<file path="src/rtl/mem_ctrl.sv">
// mem_ctrl: byte-serial RAM arbiter serving LSB loads/stores and 4-byte instruction fetches.
// Define MEMCTRL_IO_GUARD_EN to throttle stores into the IO region on io_buffer_full.
module mem_ctrl #(
  parameter logic [31:0] IO_BASE = 32'h0003_0000
) (
  input  logic        clk,
  input  logic        rst,
  input  logic        rdy,
  input  logic [7:0]  mem_din,
  output logic [7:0]  mem_dout,
  output logic [31:0] mem_a,
  output logic        mem_wr,
  input  logic        io_buffer_full,
  input  logic        if_req_flag,
  input  logic [31:0] if_req_addr,
  output logic        if_done_flag,
  output logic [31:0] if_done_inst,
  input  logic        jump_wrong_stall,
  input  logic        lsb_req_flag,
  input  logic [1:0]  lsb_req_width,
  input  logic        lsb_req_type,
  input  logic        lsb_req_sext,
  input  logic [31:0] lsb_req_addr,
  input  logic [31:0] lsb_req_data,
  input  logic [31:0] lsb_req_rob_id,
  output logic        lsb_done_flag,
  output logic        ld_cdb_flag,
  output logic [31:0] ld_cdb_rob_id,
  output logic [31:0] ld_cdb_val
);

  typedef enum logic [2:0] {StIdle, StIfRd, StLsRd, StLsWr, StDone} state_e;

  state_e      state_q, state_d;
  logic [2:0]  cnt_q, cnt_d;
  logic [2:0]  len_q, len_d;
  logic [31:0] addr_q, addr_d;
  logic [31:0] data_q, data_d;
  logic [1:0]  width_q, width_d;
  logic        sext_q, sext_d;
  logic [31:0] rob_q, rob_d;
  logic [31:0] buf_q, buf_d;
  logic [31:0] mem_a_q, mem_a_d;
  logic [7:0]  mem_dout_q, mem_dout_d;
  logic        mem_wr_q, mem_wr_d;
  logic        if_done_q, if_done_d;
  logic [31:0] if_inst_q, if_inst_d;
  logic        lsb_done_q, lsb_done_d;
  logic        cdb_flag_q, cdb_flag_d;
  logic [31:0] cdb_rob_q, cdb_rob_d;
  logic [31:0] cdb_val_q, cdb_val_d;

`ifdef MEMCTRL_IO_GUARD_EN
  logic        io_q, io_d;
`else
  logic        unused_io;
  assign unused_io = ^{io_buffer_full, IO_BASE};
`endif

  logic [1:0]  rd_idx, wr_idx;
  logic [31:0] asm_word, ld_ext, next_addr;

  always_comb begin
    state_d    = state_q;
    cnt_d      = cnt_q;
    len_d      = len_q;
    addr_d     = addr_q;
    data_d     = data_q;
    width_d    = width_q;
    sext_d     = sext_q;
    rob_d      = rob_q;
    buf_d      = buf_q;
    mem_a_d    = mem_a_q;
    mem_dout_d = mem_dout_q;
    mem_wr_d   = mem_wr_q;
    if_inst_d  = if_inst_q;
    cdb_rob_d  = cdb_rob_q;
    cdb_val_d  = cdb_val_q;
    if_done_d  = 1'b0;
    lsb_done_d = 1'b0;
    cdb_flag_d = 1'b0;
`ifdef MEMCTRL_IO_GUARD_EN
    io_d       = io_q;
`endif

    // mem_din carries the byte addressed one cycle earlier, i.e. byte cnt-1
    rd_idx    = cnt_q[1:0] - 2'd1;
    wr_idx    = cnt_q[1:0] + 2'd1;
    next_addr = addr_q + {29'd0, cnt_q} + 32'd1;
    asm_word  = buf_q;
    asm_word[{rd_idx, 3'b000} +: 8] = mem_din;

    case (width_q)
      2'b00:   ld_ext = sext_q ? {{24{asm_word[7]}}, asm_word[7:0]} : {24'd0, asm_word[7:0]};
      2'b01:   ld_ext = sext_q ? {{16{asm_word[15]}}, asm_word[15:0]} : {16'd0, asm_word[15:0]};
      default: ld_ext = asm_word;
    endcase

    case (state_q)
      StIdle: begin
        if (lsb_req_flag) begin
          addr_d   = lsb_req_addr;
          data_d   = lsb_req_data;
          width_d  = lsb_req_width;
          sext_d   = lsb_req_sext;
          rob_d    = lsb_req_rob_id;
          cnt_d    = 3'd0;
          buf_d    = 32'd0;
          mem_a_d  = lsb_req_addr;
          mem_wr_d = 1'b0;
          case (lsb_req_width)
            2'b00:   len_d = 3'd1;
            2'b01:   len_d = 3'd2;
            default: len_d = 3'd4;
          endcase
          if (lsb_req_type) begin
            state_d    = StLsWr;
            mem_dout_d = lsb_req_data[7:0];
            mem_wr_d   = 1'b1;
`ifdef MEMCTRL_IO_GUARD_EN
            io_d = (lsb_req_addr >= IO_BASE);
            if (io_d) mem_wr_d = 1'b0;
`endif
          end else begin
            state_d = StLsRd;
          end
        end else if (if_req_flag && !jump_wrong_stall) begin
          addr_d   = if_req_addr;
          width_d  = 2'b11;
          cnt_d    = 3'd0;
          len_d    = 3'd4;
          buf_d    = 32'd0;
          mem_a_d  = if_req_addr;
          mem_wr_d = 1'b0;
          state_d  = StIfRd;
        end
      end

      StIfRd, StLsRd: begin
        if (state_q == StIfRd && jump_wrong_stall) begin
          state_d = StIdle;
        end else begin
          if (cnt_q != 3'd0) buf_d = asm_word;
          if (cnt_q == len_q) begin
            state_d = StDone;
            if (state_q == StIfRd) begin
              if_done_d = 1'b1;
              if_inst_d = asm_word;
            end else begin
              lsb_done_d = 1'b1;
              cdb_flag_d = !jump_wrong_stall;
              cdb_rob_d  = rob_q;
              cdb_val_d  = ld_ext;
            end
          end else begin
            cnt_d = cnt_q + 3'd1;
            if (cnt_q + 3'd1 < len_q) mem_a_d = next_addr;
          end
        end
      end

      StLsWr: begin
`ifdef MEMCTRL_IO_GUARD_EN
        // IO stores: wait for buffer space before each byte, one idle cycle after it
        if (io_q) begin
          if (mem_wr_q) begin
            mem_wr_d = 1'b0;
            cnt_d    = cnt_q + 3'd1;
          end else if (cnt_q == len_q) begin
            state_d    = StDone;
            lsb_done_d = 1'b1;
          end else if (!io_buffer_full) begin
            mem_wr_d   = 1'b1;
            mem_a_d    = addr_q + {29'd0, cnt_q};
            mem_dout_d = data_q[{cnt_q[1:0], 3'b000} +: 8];
          end
        end else
`endif
        begin
          if (cnt_q + 3'd1 < len_q) begin
            cnt_d      = cnt_q + 3'd1;
            mem_a_d    = next_addr;
            mem_dout_d = data_q[{wr_idx, 3'b000} +: 8];
          end else begin
            mem_wr_d   = 1'b0;
            state_d    = StDone;
            lsb_done_d = 1'b1;
          end
        end
      end

      StDone:  state_d = StIdle;
      default: state_d = StIdle;
    endcase
  end

  always_ff @(posedge clk or negedge rst) begin
    if (!rst) begin
      state_q    <= StIdle;
      cnt_q      <= 3'd0;
      len_q      <= 3'd0;
      addr_q     <= 32'd0;
      data_q     <= 32'd0;
      width_q    <= 2'b00;
      sext_q     <= 1'b0;
      rob_q      <= 32'd0;
      buf_q      <= 32'd0;
      mem_a_q    <= 32'd0;
      mem_dout_q <= 8'd0;
      mem_wr_q   <= 1'b0;
      if_done_q  <= 1'b0;
      if_inst_q  <= 32'd0;
      lsb_done_q <= 1'b0;
      cdb_flag_q <= 1'b0;
      cdb_rob_q  <= 32'd0;
      cdb_val_q  <= 32'd0;
`ifdef MEMCTRL_IO_GUARD_EN
      io_q       <= 1'b0;
`endif
    end else if (rdy) begin
      state_q    <= state_d;
      cnt_q      <= cnt_d;
      len_q      <= len_d;
      addr_q     <= addr_d;
      data_q     <= data_d;
      width_q    <= width_d;
      sext_q     <= sext_d;
      rob_q      <= rob_d;
      buf_q      <= buf_d;
      mem_a_q    <= mem_a_d;
      mem_dout_q <= mem_dout_d;
      mem_wr_q   <= mem_wr_d;
      if_done_q  <= if_done_d;
      if_inst_q  <= if_inst_d;
      lsb_done_q <= lsb_done_d;
      cdb_flag_q <= cdb_flag_d;
      cdb_rob_q  <= cdb_rob_d;
      cdb_val_q  <= cdb_val_d;
`ifdef MEMCTRL_IO_GUARD_EN
      io_q       <= io_d;
`endif
    end
  end

  assign mem_a         = mem_a_q;
  assign mem_dout      = mem_dout_q;
  assign mem_wr        = mem_wr_q;
  assign if_done_flag  = if_done_q;
  assign if_done_inst  = if_inst_q;
  assign lsb_done_flag = lsb_done_q;
  assign ld_cdb_flag   = cdb_flag_q;
  assign ld_cdb_rob_id = cdb_rob_q;
  assign ld_cdb_val    = cdb_val_q;

endmodule

</file>
<file path="config.mk">
export PLATFORM = sky130hd
export DESIGN_NAME = mem_ctrl
export DESIGN_NICKNAME = d
export VERILOG_FILES = /design/src/rtl/mem_ctrl.sv
export SDC_FILE = /design/constraint.sdc
export NUM_CORES = 1
export LEC_CHECK = 0
export CAP_MARGIN = 20
export CORE_ASPECT_RATIO = 1.75
export CORE_UTILIZATION = 50
export DETAILED_ROUTE_END_ITERATION = 8
export PLACE_DENSITY = 0.79
export SYNTH_ARGS = -nofsm -noshare
export SYNTH_HDL_FRONTEND = slang
export SYNTH_SLANG_ARGS = --single-unit
export TNS_END_PERCENT = 10
</file>
<file path="constraint.sdc">
create_clock -name clk -period 9.15 [get_ports clk]
set_input_delay 1.83 -clock clk [delete_from_list [all_inputs] [get_ports clk]]
set_output_delay 1.83 -clock clk [all_outputs]
set_load 0.05 [all_outputs]
</file>
# After elaboration in Yosys (flattened, before gate mapping)
# Index checks and enable logic that the tools add are counted.
# word_totals
out_inout_bits	140
word_cells	122
regBits	280
inputBits	147
# classes
n_mux	55
n_bitwise	2
eq_ne	15
addsub	6
shifts	3
magnitude_cmp	1
n_reduce_logical	22
# op_table
op	n
two-way mux 32 bit	11
one-hot mux 32 bit (2 select lines)	2
one-hot mux 32 bit (3 select lines)	1
two-way mux 3 bit	12
adder 32 x 1 -> 32 bit (second input constant)	1
adder 32 x 3 -> 32 bit	1
bitwise mux 32 bit	1
variable shift 8 x 7 -> 32 bit (first input constant)	1
variable part select 32 x 6 -> 8 bit	1
variable part select 8 x 7 -> 32 bit	1
AND reduction 5 bit	5
two-way mux 8 bit	3
one-hot mux 3 bit (3 select lines)	2
two-way mux 1 bit	17
one-hot mux 8 bit (2 select lines)	1
inequality test 2 bit (second input constant)	7
AND reduction 4 bit	2
negator 5 -> 7 bit	1
equality test 3 x 2 -> 1 bit (second input constant)	2
inequality test 3 bit (second input constant)	2
one-hot mux 3 bit (2 select lines)	1
AND reduction 3 bit	2
AND reduction 6 bit	1
nonzero test 2 bit	3
other kinds (16)	23

# Depth between registers and ports, before layout
# Gate-level depths: netlist (run 1).
# logic_depth
ltp_word	7
mapped_depth	12
ltp_nobuf	9

# Worst setup path before layout (run 1)
# OpenSTA, ideal clock, no wires.
# synth_path
path_type	input port to flip-flop
startpoint	input lsb_req_flag
endpoint	register mem_a_q[17], in the netlist mem_a[17]
path_stages	6
arrival_time_ns	3.200
path_buffers	2
slack_ns	5.825
required_ns	9.025
cell_sequence	buf_2 nor2_1 a221o_4 nor2_8 buf_6 mux2_4
# synth_via
elab_chain_len	2
word_cells_on_any_way	4
cone_classes	eq/ne: 1; mux: 2; reduce/logical: 1
# synth_rtl
item	line	rtl
from (decl)	19	input logic lsb_req_flag,
inequality test 3 bit (no line) / two-way mux 32 bit (equally long branches)	--	
AND reduction 5 bit (no line) / one-hot mux 32 bit (3 select lines) (equally long branches)	--	
to (signal assigned)	230	mem_a_q <= mem_a_d;
to (decl)	43	logic [31:0] mem_a_q, mem_a_d;
# Several ways; a longest one is shown, not always the timed one.
# A chain may end at the register's enable or synchronous reset.

# Final worst setup path (run 1)
# layout_path
startpoint	input rdy
endpoint	register mem_a_q[2], in the netlist mem_a[2]
# layout_via
elab_chain_len	1
# layout_rtl
item	line	rtl
from (decl)	8	input logic rdy,
AND reduction 5 bit (no line)	--	
# No other way between the ends.

==> flow_summary.json, run 1 <==
{
  "power.leakage_nw": 7.45,
  "dp.final_hpwl_mm": 24.3,
  "min_from": "buf_q[14]",
  "rrSetupSlack_ps": 5510,
  "route.met2.wl_mm": 18.8,
  "drt-total-wl_mm": 34.5,
  "viasPerCell": 5.63,
  "yosys.area.top_type": "dfrtp_1",
  "cp-end-kind": "flop",
  "fmax_ghz": 0.257,
  "n_fill_cell": 1952,
  "place_area_um2": 16200,
  "setup_viol": 0,
  "slew_viol_final": 0,
  "final_net_count": 1548,
  "slowest_delay_ps": 820,
  "stdcell_count": 1732,
  "multi_input_area_um2": 5700,
  "grt_start_max_net_pins": 127,
  "worst_slew_pin_slew_ps": 1030,
  "max-slew-margin-rel_pct": 31.5,
  "cts_tree": "done",
  "drc": 0,
  "start_util_pct": 50.9,
  "async_flop_share_pct": 100,
  "synth_top_area_share_pct": 53.2,
  "crit_required_ps": 9560,
  "synthMuxAreaShare_pct": 18.3,
  "outcome": "finished, final reports clean",
  "fp.coreArea_um2": 25900,
  "power_density_nw_per_um2": 338,
  "grt_first_pass_wirelength_mm": 55.1,
  "ys.flop_type": "dfrtp_1",
  "r2r_end": "mem_dout[7]",
  "drt-wirelength-per-cell_um": 19.9,
  "cts.repair.resized": 0,
  "synth_edf_count": 0,
  "yosys-top-cells-count": "280 x dfrtp_1, 142 x mux2_2, 134 x nand2_1, 99 x o21ai_0, 47 x mux2i_1",
  "cp_max_fo": 23,
  "synthTopCellsByArea": "dfrtp_1 53%, mux2_2 12%, nand2_1 3.8%",
  "start_kind": "input port",
  "hold_path.class": "flop to flop",
  "clk_latency_ps": 540,
  "yosys.area_share.simple_pct": 10.6,
  "grt_usage_pct": 25.9,
  "top_layer": "met4",
  "r2r-start": "cnt_q[1]",
  "ir_drop_mv": 0.209,
  "yosysWarnings": 0,
  "cts_buffer_depth": 3,
  "cts_buffers": 26,
  "dieArea_um2": 27000,
  "finalCritPeriodShare_pct": 42.5,
  "ant_nets": 0,
  "synth_top_family_by_area": "multiplexers",
  "wl_met3_mm": 1.35,
  "clk_pin_slew_ps": 60,
  "holdPathEnd": "buf_q[14]",
  "arrival_ps": 4300,
  "vias": 9752,
  "cts-root-buf": "clkbuf_16",
  "hold_viol": 0,
  "avgSynthCellArea_um2": 11.6,
  "wl_met1_mm": 12.2,
  "rsz0062_at_grt": "false",
  "drive_above_1_share_pct": 17.3,
  "antenna_found_initial": 3,
  "post-cts-setup-buffers": 0,
  "syn_nets": 1292,
  "synth_sequential_area_ratio_pct": 53.2,
  "maxCapViolations": 0,
  "setup_tns_ps": 0,
  "hold_depth": 2,
  "ys_types": 78,
  "synth.cell_area_um2": 13200,
  "dp.cells": 1679,
  "slowest_stage": "clkdlybuf4s50_1",
  "h-tree-depth": 1,
  "fin_worst_skew_ps": 15.5,
  "yosysMostFrequentCell": "dfrtp_1",
  "synth_compound_area_share_pct": 11.6,
  "critPathKind": "input port to flop",
  "num_rows": 78,
  "crit_chain": "clkdlybuf4s50_1 -> nand2b_1 -> a221o_4 -> nor2_8 -> mux2_2",
  "r2r_cells": 8,
  "gp_congestion": 0.854,
  "hold_buffers": 0,
  "ios": 287,
  "drtIter0Drc": 521,
  "synth_seq_cells": 280,
  "regArea_um2": 7010,
  "numPortBuffers": 285,
  "grt.overflow.total": 0,
  "grt_pass1_vias": 10200,
  "synth_xor_area_share_pct": 1.46,
  "min_period_ps": 3890,
  "firstDrtPassIters": 4,
  "design_area_um2": 17200,
  "die_y_um": 217,
  "postSynthCellCount": 1133,
  "die-width_um": 125,
  "area_growth_pct": 30.5,
  "clock_sinks": 280,
  "synth_fa_ha_area_share_pct": 1.20
}
## worst max path at each step
stage,start,slack [ps],cells past startpoint,to
2_1_floorplan,lsb_req_flag,5820,6,mem_a[17]
5_1_grt,rdy,5190,5,mem_a[2]
4_1_cts,rdy,5320,5,mem_a[1]
6_report,rdy,5260,5,mem_a[2]
3_5_place_dp,rdy,4750,5,mem_a[1]
3_3_place_gp,jump_wrong_stall,4780,6,mem_a[22]
## where the power goes
group          switching, mW  internal [mW]  total, mW
combinational           1.54           1.04       2.59
clock                  0.474          0.736       1.21
sequential             0.332           1.68       2.02
total                   2.35           3.47       5.81
## critical path, delay by kind of cell
family          cells  cell delay [ps]
compound gates      1              470
buf+inv             1              820
simple gates        2              770
mux                 1              390
## flip-flops by register name (all words and copies together), names as in the netlist
signal	flops
mem_wr	1
state_q	3
cnt_q	3
if_done_flag	1
rob_q	32
data_q	32
lsb_done_flag	1
mem_a	32
width_q	2
buf_q	32
len_q	3
sext_q	1
ld_cdb_flag	1
ld_cdb_val	32
ld_cdb_rob_id	32
if_done_inst	32
mem_dout	8
addr_q	32
## logic make-up (layout without fill, tap and decap cells)
family | Yosys count | count (layout)
adders and majority gates | 12 | 12
DFF | 280 | 280
and+or+nand+nor | 280 | 280
muxes | 208 | 208
buffers and inverters | 105 | 381
other | 0 | 3
xor gates and xnor gates | 22 | 22
AOI/OAI and AO/OA | 226 | 226
## cell usage in the layout (no fill, tap or decap), types with 4 or more instances in the layout
| master | n |
|---|---|
| clkdlybuf4s50_1 | 283 |
| dfrtp_1 | 280 |
| mux2_2 | 142 |
| nand2_1 | 134 |
| o21ai_0 | 99 |
| mux2i_1 | 47 |
| inv_1 | 37 |
| nor2b_1 | 32 |
| clkbuf_16 | 27 |
| nand3_1 | 26 |
| nor2_1 | 25 |
| a21oi_1 | 18 |
| nand4_1 | 17 |
| a2bb2oi_1 | 16 |
| xnor2_1 | 16 |
| o31ai_1 | 13 |
| a31oi_1 | 12 |
| mux2_4 | 11 |
| ha_1 | 11 |
| and3_1 | 9 |
| a22o_1 | 9 |
| buf_4 | 9 |
| mux4_2 | 8 |
| clkbuf_8 | 7 |
| xor2_1 | 6 |
| o21a_1 | 6 |
| a21o_1 | 6 |
| nor4_1 | 6 |
| a221o_1 | 6 |
| nand2b_1 | 5 |
| o221a_2 | 5 |
| and4_1 | 5 |
| clkinv_2 | 5 |
| bufinv_16 | 5 |
| o31a_1 | 4 |
| clkbuf_1 | 4 |
## through the flow
step,hold slack [ps],total power [mW],setup slack (ps),utilization [%]
global route,501,6.11,5190,66.4
global placement,451,4.54,4780,62.5
finish,471,5.81,5260,66.4
floorplan,441,3.80,5820,-
detailed placement,458,4.62,4750,62.5
CTS,472,5.85,5320,66.2
## area by class of cell
type	count	area share [%]
Inverter	37	0.808
Antenna cell	3	0.0437
Timing Repair Buffer	296	17.2
Sequential cell	280	40.8
Multi-Input combinational cell	748	33.2
Tap cell	320	2.33
Clock buffer	38	4.58
Clock inverter	10	1.02
## metal layers
metal  GRT usage, %  up-vias
met2           48.1      278
met5              0        -
met3           3.46       99
met1           27.7     4825
li1               -     4550
met4           15.3        0
No activity file was read; power rests on OpenSTA's default activity.
==> run 2: changes to the inputs <==
- CORE_UTILIZATION: 50 -> 46
- PLACE_DENSITY: 0.79 -> 0.76
- clock period: 9.15 -> 3.5 ns (I/O delays scaled with it)
==> flow_summary.json, run 2 (synthesis gave the netlist of run 1 again) <==
{
  "outcome": "finished, final reports clean",
  "rrSetupSlack_ps": 530,
  "slew_viol_final": 0,
  "cp-startpoint": "cnt_q[1]",
  "design_area_um2": 17400,
  "layout.cells.most_common": "clkdlybuf4s50_1",
  "start_kind": "flop",
  "cts_buffers": 27,
  "grt_first_pass_wirelength_mm": 54.2,
  "start_util_pct": 46.9,
  "drive_above_1_share_pct": 18.3,
  "r2r-start": "cnt_q[1]",
  "drt-wirelength-per-cell_um": 19.1,
  "vias": 9781,
  "cts-root-buf": "clkbuf_16",
  "cts_tree": "done",
  "drtIter0Drc": 462,
  "cp-end-kind": "flop",
  "ant_nets": 0,
  "drc": 0,
  "cp_max_fo": 23,
  "cts_buffer_depth": 3,
  "gp_congestion": 0.880,
  "numPortBuffers": 285,
  "viasPerCell": 5.43,
  "firstDrtPassIters": 6,
  "fp.coreArea_um2": 28100,
  "worst_slew_pin_slew_ps": 799,
  "place_area_um2": 16400,
  "ir_drop_mv": 0.652,
  "drt-total-wl_mm": 34.4,
  "grt_start_max_net_pins": 101,
  "stdcell_count": 1802,
  "antenna_found_initial": 5,
  "max-slew-margin-rel_pct": 46.7,
  "die_y_um": 226,
  "post-cts-setup-buffers": 0,
  "finalCritPeriodShare_pct": 84.8,
  "area_growth_pct": 32.1,
  "grt_pass1_vias": 10200,
  "r2r_cells": 8,
  "maxCapViolations": 0,
  "num_rows": 81,
  "fmax_ghz": 0.337,
  "hold_path.class": "input port to async pin",
  "clk_latency_ps": 550,
  "hold_buffers": 0,
  "power.leakage_nw": 7.53,
  "fin_ws_ps": 532,
  "r2r_end": "mem_a[0]",
  "layout_common_cells": "283 x clkdlybuf4s50_1, 280 x dfrtp_1, 142 x mux2_2, 134 x nand2_1, 99 x o21ai_0",
  "ios": 287,
  "rsz0062_at_grt": "false",
  "clk_pin_slew_ps": 60,
  "clock_sinks": 280,
  "dp.cells": 1747,
  "fin_worst_skew_ps": 12.0,
  "setup_viol": 0,
  "n_fill_cell": 2274,
  "grt_usage_pct": 24.1,
  "dieArea_um2": 29300,
  "power_density_nw_per_um2": 879,
  "arrival_ps": 3390,
  "h-tree-depth": 1,
  "grt.overflow.total": 0,
  "min_period_ps": 2970,
  "critPathKind": "flop to flop",
  "final_net_count": 1563,
  "crit_required_ps": 3930,
  "dp.final_hpwl_mm": 25.0,
  "die-width_um": 130,
  "setup_tns_ps": 0,
  "hold_viol": 0,
  "crit_end": "mem_a[0]",
  "dpl_worst_slack_ps": 484,
  "cts.repair.resized": 0
}
## run 2: metrics by stage
step / hold slack [ps] / total power, mW / util (%)
final: 205 / 15.3 / 61.9
after global routing: 247 / 16.1 / 61.9
after CTS: 218 / 15.4 / 61.9
after detailed placement: 458 / 12.1 / 58.4
after global placement: 451 / 11.9 / 58.4
after floorplan: 404 / 9.93 / -
## run 2: power by group
| part | leakage [nW] | total, mW | switching, mW | internal [mW] |
|---|---|---|---|---|
| clock | 0.485 | 3.21 | 1.26 | 1.95 |
| sequential | 3.58 | 5.24 | 0.836 | 4.41 |
| combinational | 3.47 | 6.83 | 4.07 | 2.76 |
## run 2: layer usage
metal  global-route usage, %  routed length (um)
met1                    26.4               12500
met2                    44.6               18800
met3                    2.91                1370
met4                    12.4                1640
met5                       0                   0
## run 2: worst min path at each step
stage                   start          endpoint  slack (ps)  cells past startpoint
finish                    rst  ld_cdb_rob_id[7]         200                      1
global route              rst          rob_q[7]         250                      1
CTS                       rst          rob_q[7]         220                      1
detailed placement  buf_q[14]         buf_q[14]         460                      2
global placement    buf_q[11]         buf_q[11]         450                      2
floorplan                 rst         addr_q[0]         400                      0
## run 2: cell type report
| cell class | count | area [um^2] | area share, % |
|---|---|---|---|
| Inverter | 37 | 139 | 0.799 |
| Clock inverter | 11 | 186 | 1.07 |
| Sequential cell | 280 | 7010 | 40.3 |
| Antenna cell | 5 | 12.5 | 0.0719 |
| Clock buffer | 38 | 797 | 4.58 |
| Timing Repair Buffer | 310 | 3080 | 17.7 |
| Multi-Input combinational cell | 748 | 5700 | 32.8 |
| Tap cell | 373 | 467 | 2.68 |
## run 2: critical path: stages, from the launching register on
cell	delay [ps]
dfrtp_1	550
inv_1	140
ha_1	310
ha_1	270
nor2b_1	130
o21ai_1	370
a21oi_2	210
nor2_8	460
mux2_2	390
==> run 3: changes to the inputs <==
- clock period: 3.5 -> 2.65 ns (I/O delays scaled with it)
==> flow_summary.json, run 3 (synthesis gave the netlist of run 1 again) <==
{
  "grt_usage_pct": 24.4,
  "critPathKind": "flop to flop",
  "arrival_ps": 2920,
  "drt-wirelength-per-cell_um": 19.0,
  "ios": 287,
  "slew_viol_final": 0,
  "cp-end-kind": "flop",
  "cts_buffers": 25,
  "hold_path.class": "flop to flop",
  "fin_worst_skew_ps": 8.97,
  "min_period_ps": 2500,
  "cp_max_fo": 8,
  "finalCritPeriodShare_pct": 94.4,
  "grt_start_max_net_pins": 71,
  "die_y_um": 226,
  "intPower_mw": 11.7,
  "max-slew-margin-rel_pct": 54.8,
  "clk_latency_ps": 540,
  "grt-busiest-layer": "met2",
  "grt_pass1_vias": 10400,
  "start_util_pct": 46.9,
  "grtUsageMet2_pct": 45.0,
  "drc": 0,
  "clock_sinks": 280,
  "layout.cells.most_common": "clkdlybuf4s50_1",
  "seq_power_share_pct": 34.9,
  "start_kind": "flop",
  "outcome": "finished, final reports clean",
  "hold_viol": 0,
  "cts-root-buf": "clkbuf_16",
  "grt.overflow.total": 0,
  "maxCapViolations": 0,
  "crit_required_ps": 3070,
  "critPathTopFamily": "adder cells",
  "cts_tree": "done",
  "area_growth_pct": 33.7,
  "final_util_pct": 62.7,
  "gp_congestion": 0.867,
  "clk_pin_slew_ps": 70,
  "power.leakage_nw": 7.65,
  "layout_common_cells": "283 x clkdlybuf4s50_1, 280 x dfrtp_1, 142 x mux2_2, 134 x nand2_1, 98 x o21ai_0",
  "grt_first_pass_wirelength_mm": 55.0,
  "fp.coreArea_um2": 28100,
  "rsz0062_at_grt": "false",
  "slowest_stage": "dfrtp_1",
  "setup_tns_ps": 0,
  "fmax_ghz": 0.400,
  "path_buf_inv": 2,
  "setup_viol": 0,
  "crit_top_cell": "ha_1",
  "die-width_um": 130,
  "dieArea_um2": 29300,
  "clockPowerShare_pct": 18.4,
  "n_fill_cell": 2225,
  "swShare_pct": 41.0,
  "firstDrtPassIters": 6,
  "dp.final_hpwl_mm": 26.0,
  "drtIter0Drc": 513,
  "h-tree-depth": 1,
  "ant_nets": 0,
  "final_net_count": 1589,
  "power_density_nw_per_um2": 1130,
  "crit_chain": "inv_1 -> ha_1 -> ha_1 -> nor2b_1 -> o21ai_2 -> nand4_1 -> a21oi_4 -> buf_12 -> mux2_2",
  "drt-total-wl_mm": 34.8,
  "numPortBuffers": 285,
  "ir_drop_mv": 0.735,
  "antenna_found_initial": 8,
  "slowest_delay_ps": 390,
  "drive_above_1_share_pct": 19.8,
  "num_rows": 81,
  "p_comb_share_pct": 46.7,
  "gr-usage-met1_pct": 26.9,
  "finalPower_mw": 19.9,
  "cts_buffer_depth": 3,
  "worst_slew_pin_slew_ps": 671,
  "vias": 9946,
  "post-cts-setup-buffers": 0,
  "p_sw_mw": 8.15,
  "use_met3_pct": 2.91,
  "viasPerCell": 5.44
}
run 3: area by class of cell:
type                            count  area [um^2]  share of cell area, %
Antenna cell                        8         20.0                  0.114
Clock buffer                       36          747                   4.24
Clock inverter                      9         81.3                  0.462
Inverter                           37          139                  0.789
Multi-Input combinational cell    748         5720                   32.5
Sequential cell                   280         7010                   39.8
Tap cell                          373          467                   2.65
Timing Repair Buffer              338         3430                   19.5
run 3: worst paths after layout:
path | start | to | slack (ps) | cells past startpoint
worst min-delay path | buf_q[13] | buf_q[13] | 470 | 2
min in group asynchronous | rst | ld_cdb_rob_id[31] | 540 | 2
worst max register to register | cnt_q[0] | mem_dout[6] | 150 | 9
worst min register to register | buf_q[13] | buf_q[13] | 470 | 2
worst max-delay path | cnt_q[0] | mem_dout[6] | 150 | 9
max in group asynchronous | rst | buf_q[10] | 1390 | 3
run 3: per-layer routing:
layer  vias up  part of all wire (%)
met5         -                     0
met4         0                   5.0
met3        87                   4.1
met2       313                    55
met1      4908                    36
li1       4638                     -
run 3: power by group through the flow:
stage	logic, mW	registers [mW]	clock network [mW]
floorplan	4.23	8.93	0
global placement	9.15	6.91	0
finish	9.29	6.94	3.66
CTS	9.36	6.93	3.75
detailed placement	9.33	6.98	0
global route	9.89	7.14	3.90
run 3: through the flow:
step           instances  hold slack (ps)  setup slack (ps)  instance area, um^2
3_3_place_gp        1775              451              99.3                16800
2_1_floorplan       1133              234              3.39                13200
4_1_cts             1821              473              45.0                17600
3_5_place_dp        1775              458              57.0                16800
6_report            1829              470               148                17600
5_1_grt             1829              505              15.0                17600
run 3: timing repair:
action	CTS	global route
resized for setup	0	1
hold endpoints to repair	64	0
setup endpoints to repair	0	24
hold buffers	1	0
run 3: tightest hold or removal path, delay by kind of cell (launching register included):
kind,cells,cell delay [ps]
and+or+nand+nor,1,50
AOI/OAI and AO/OA,1,50
DFF,1,340
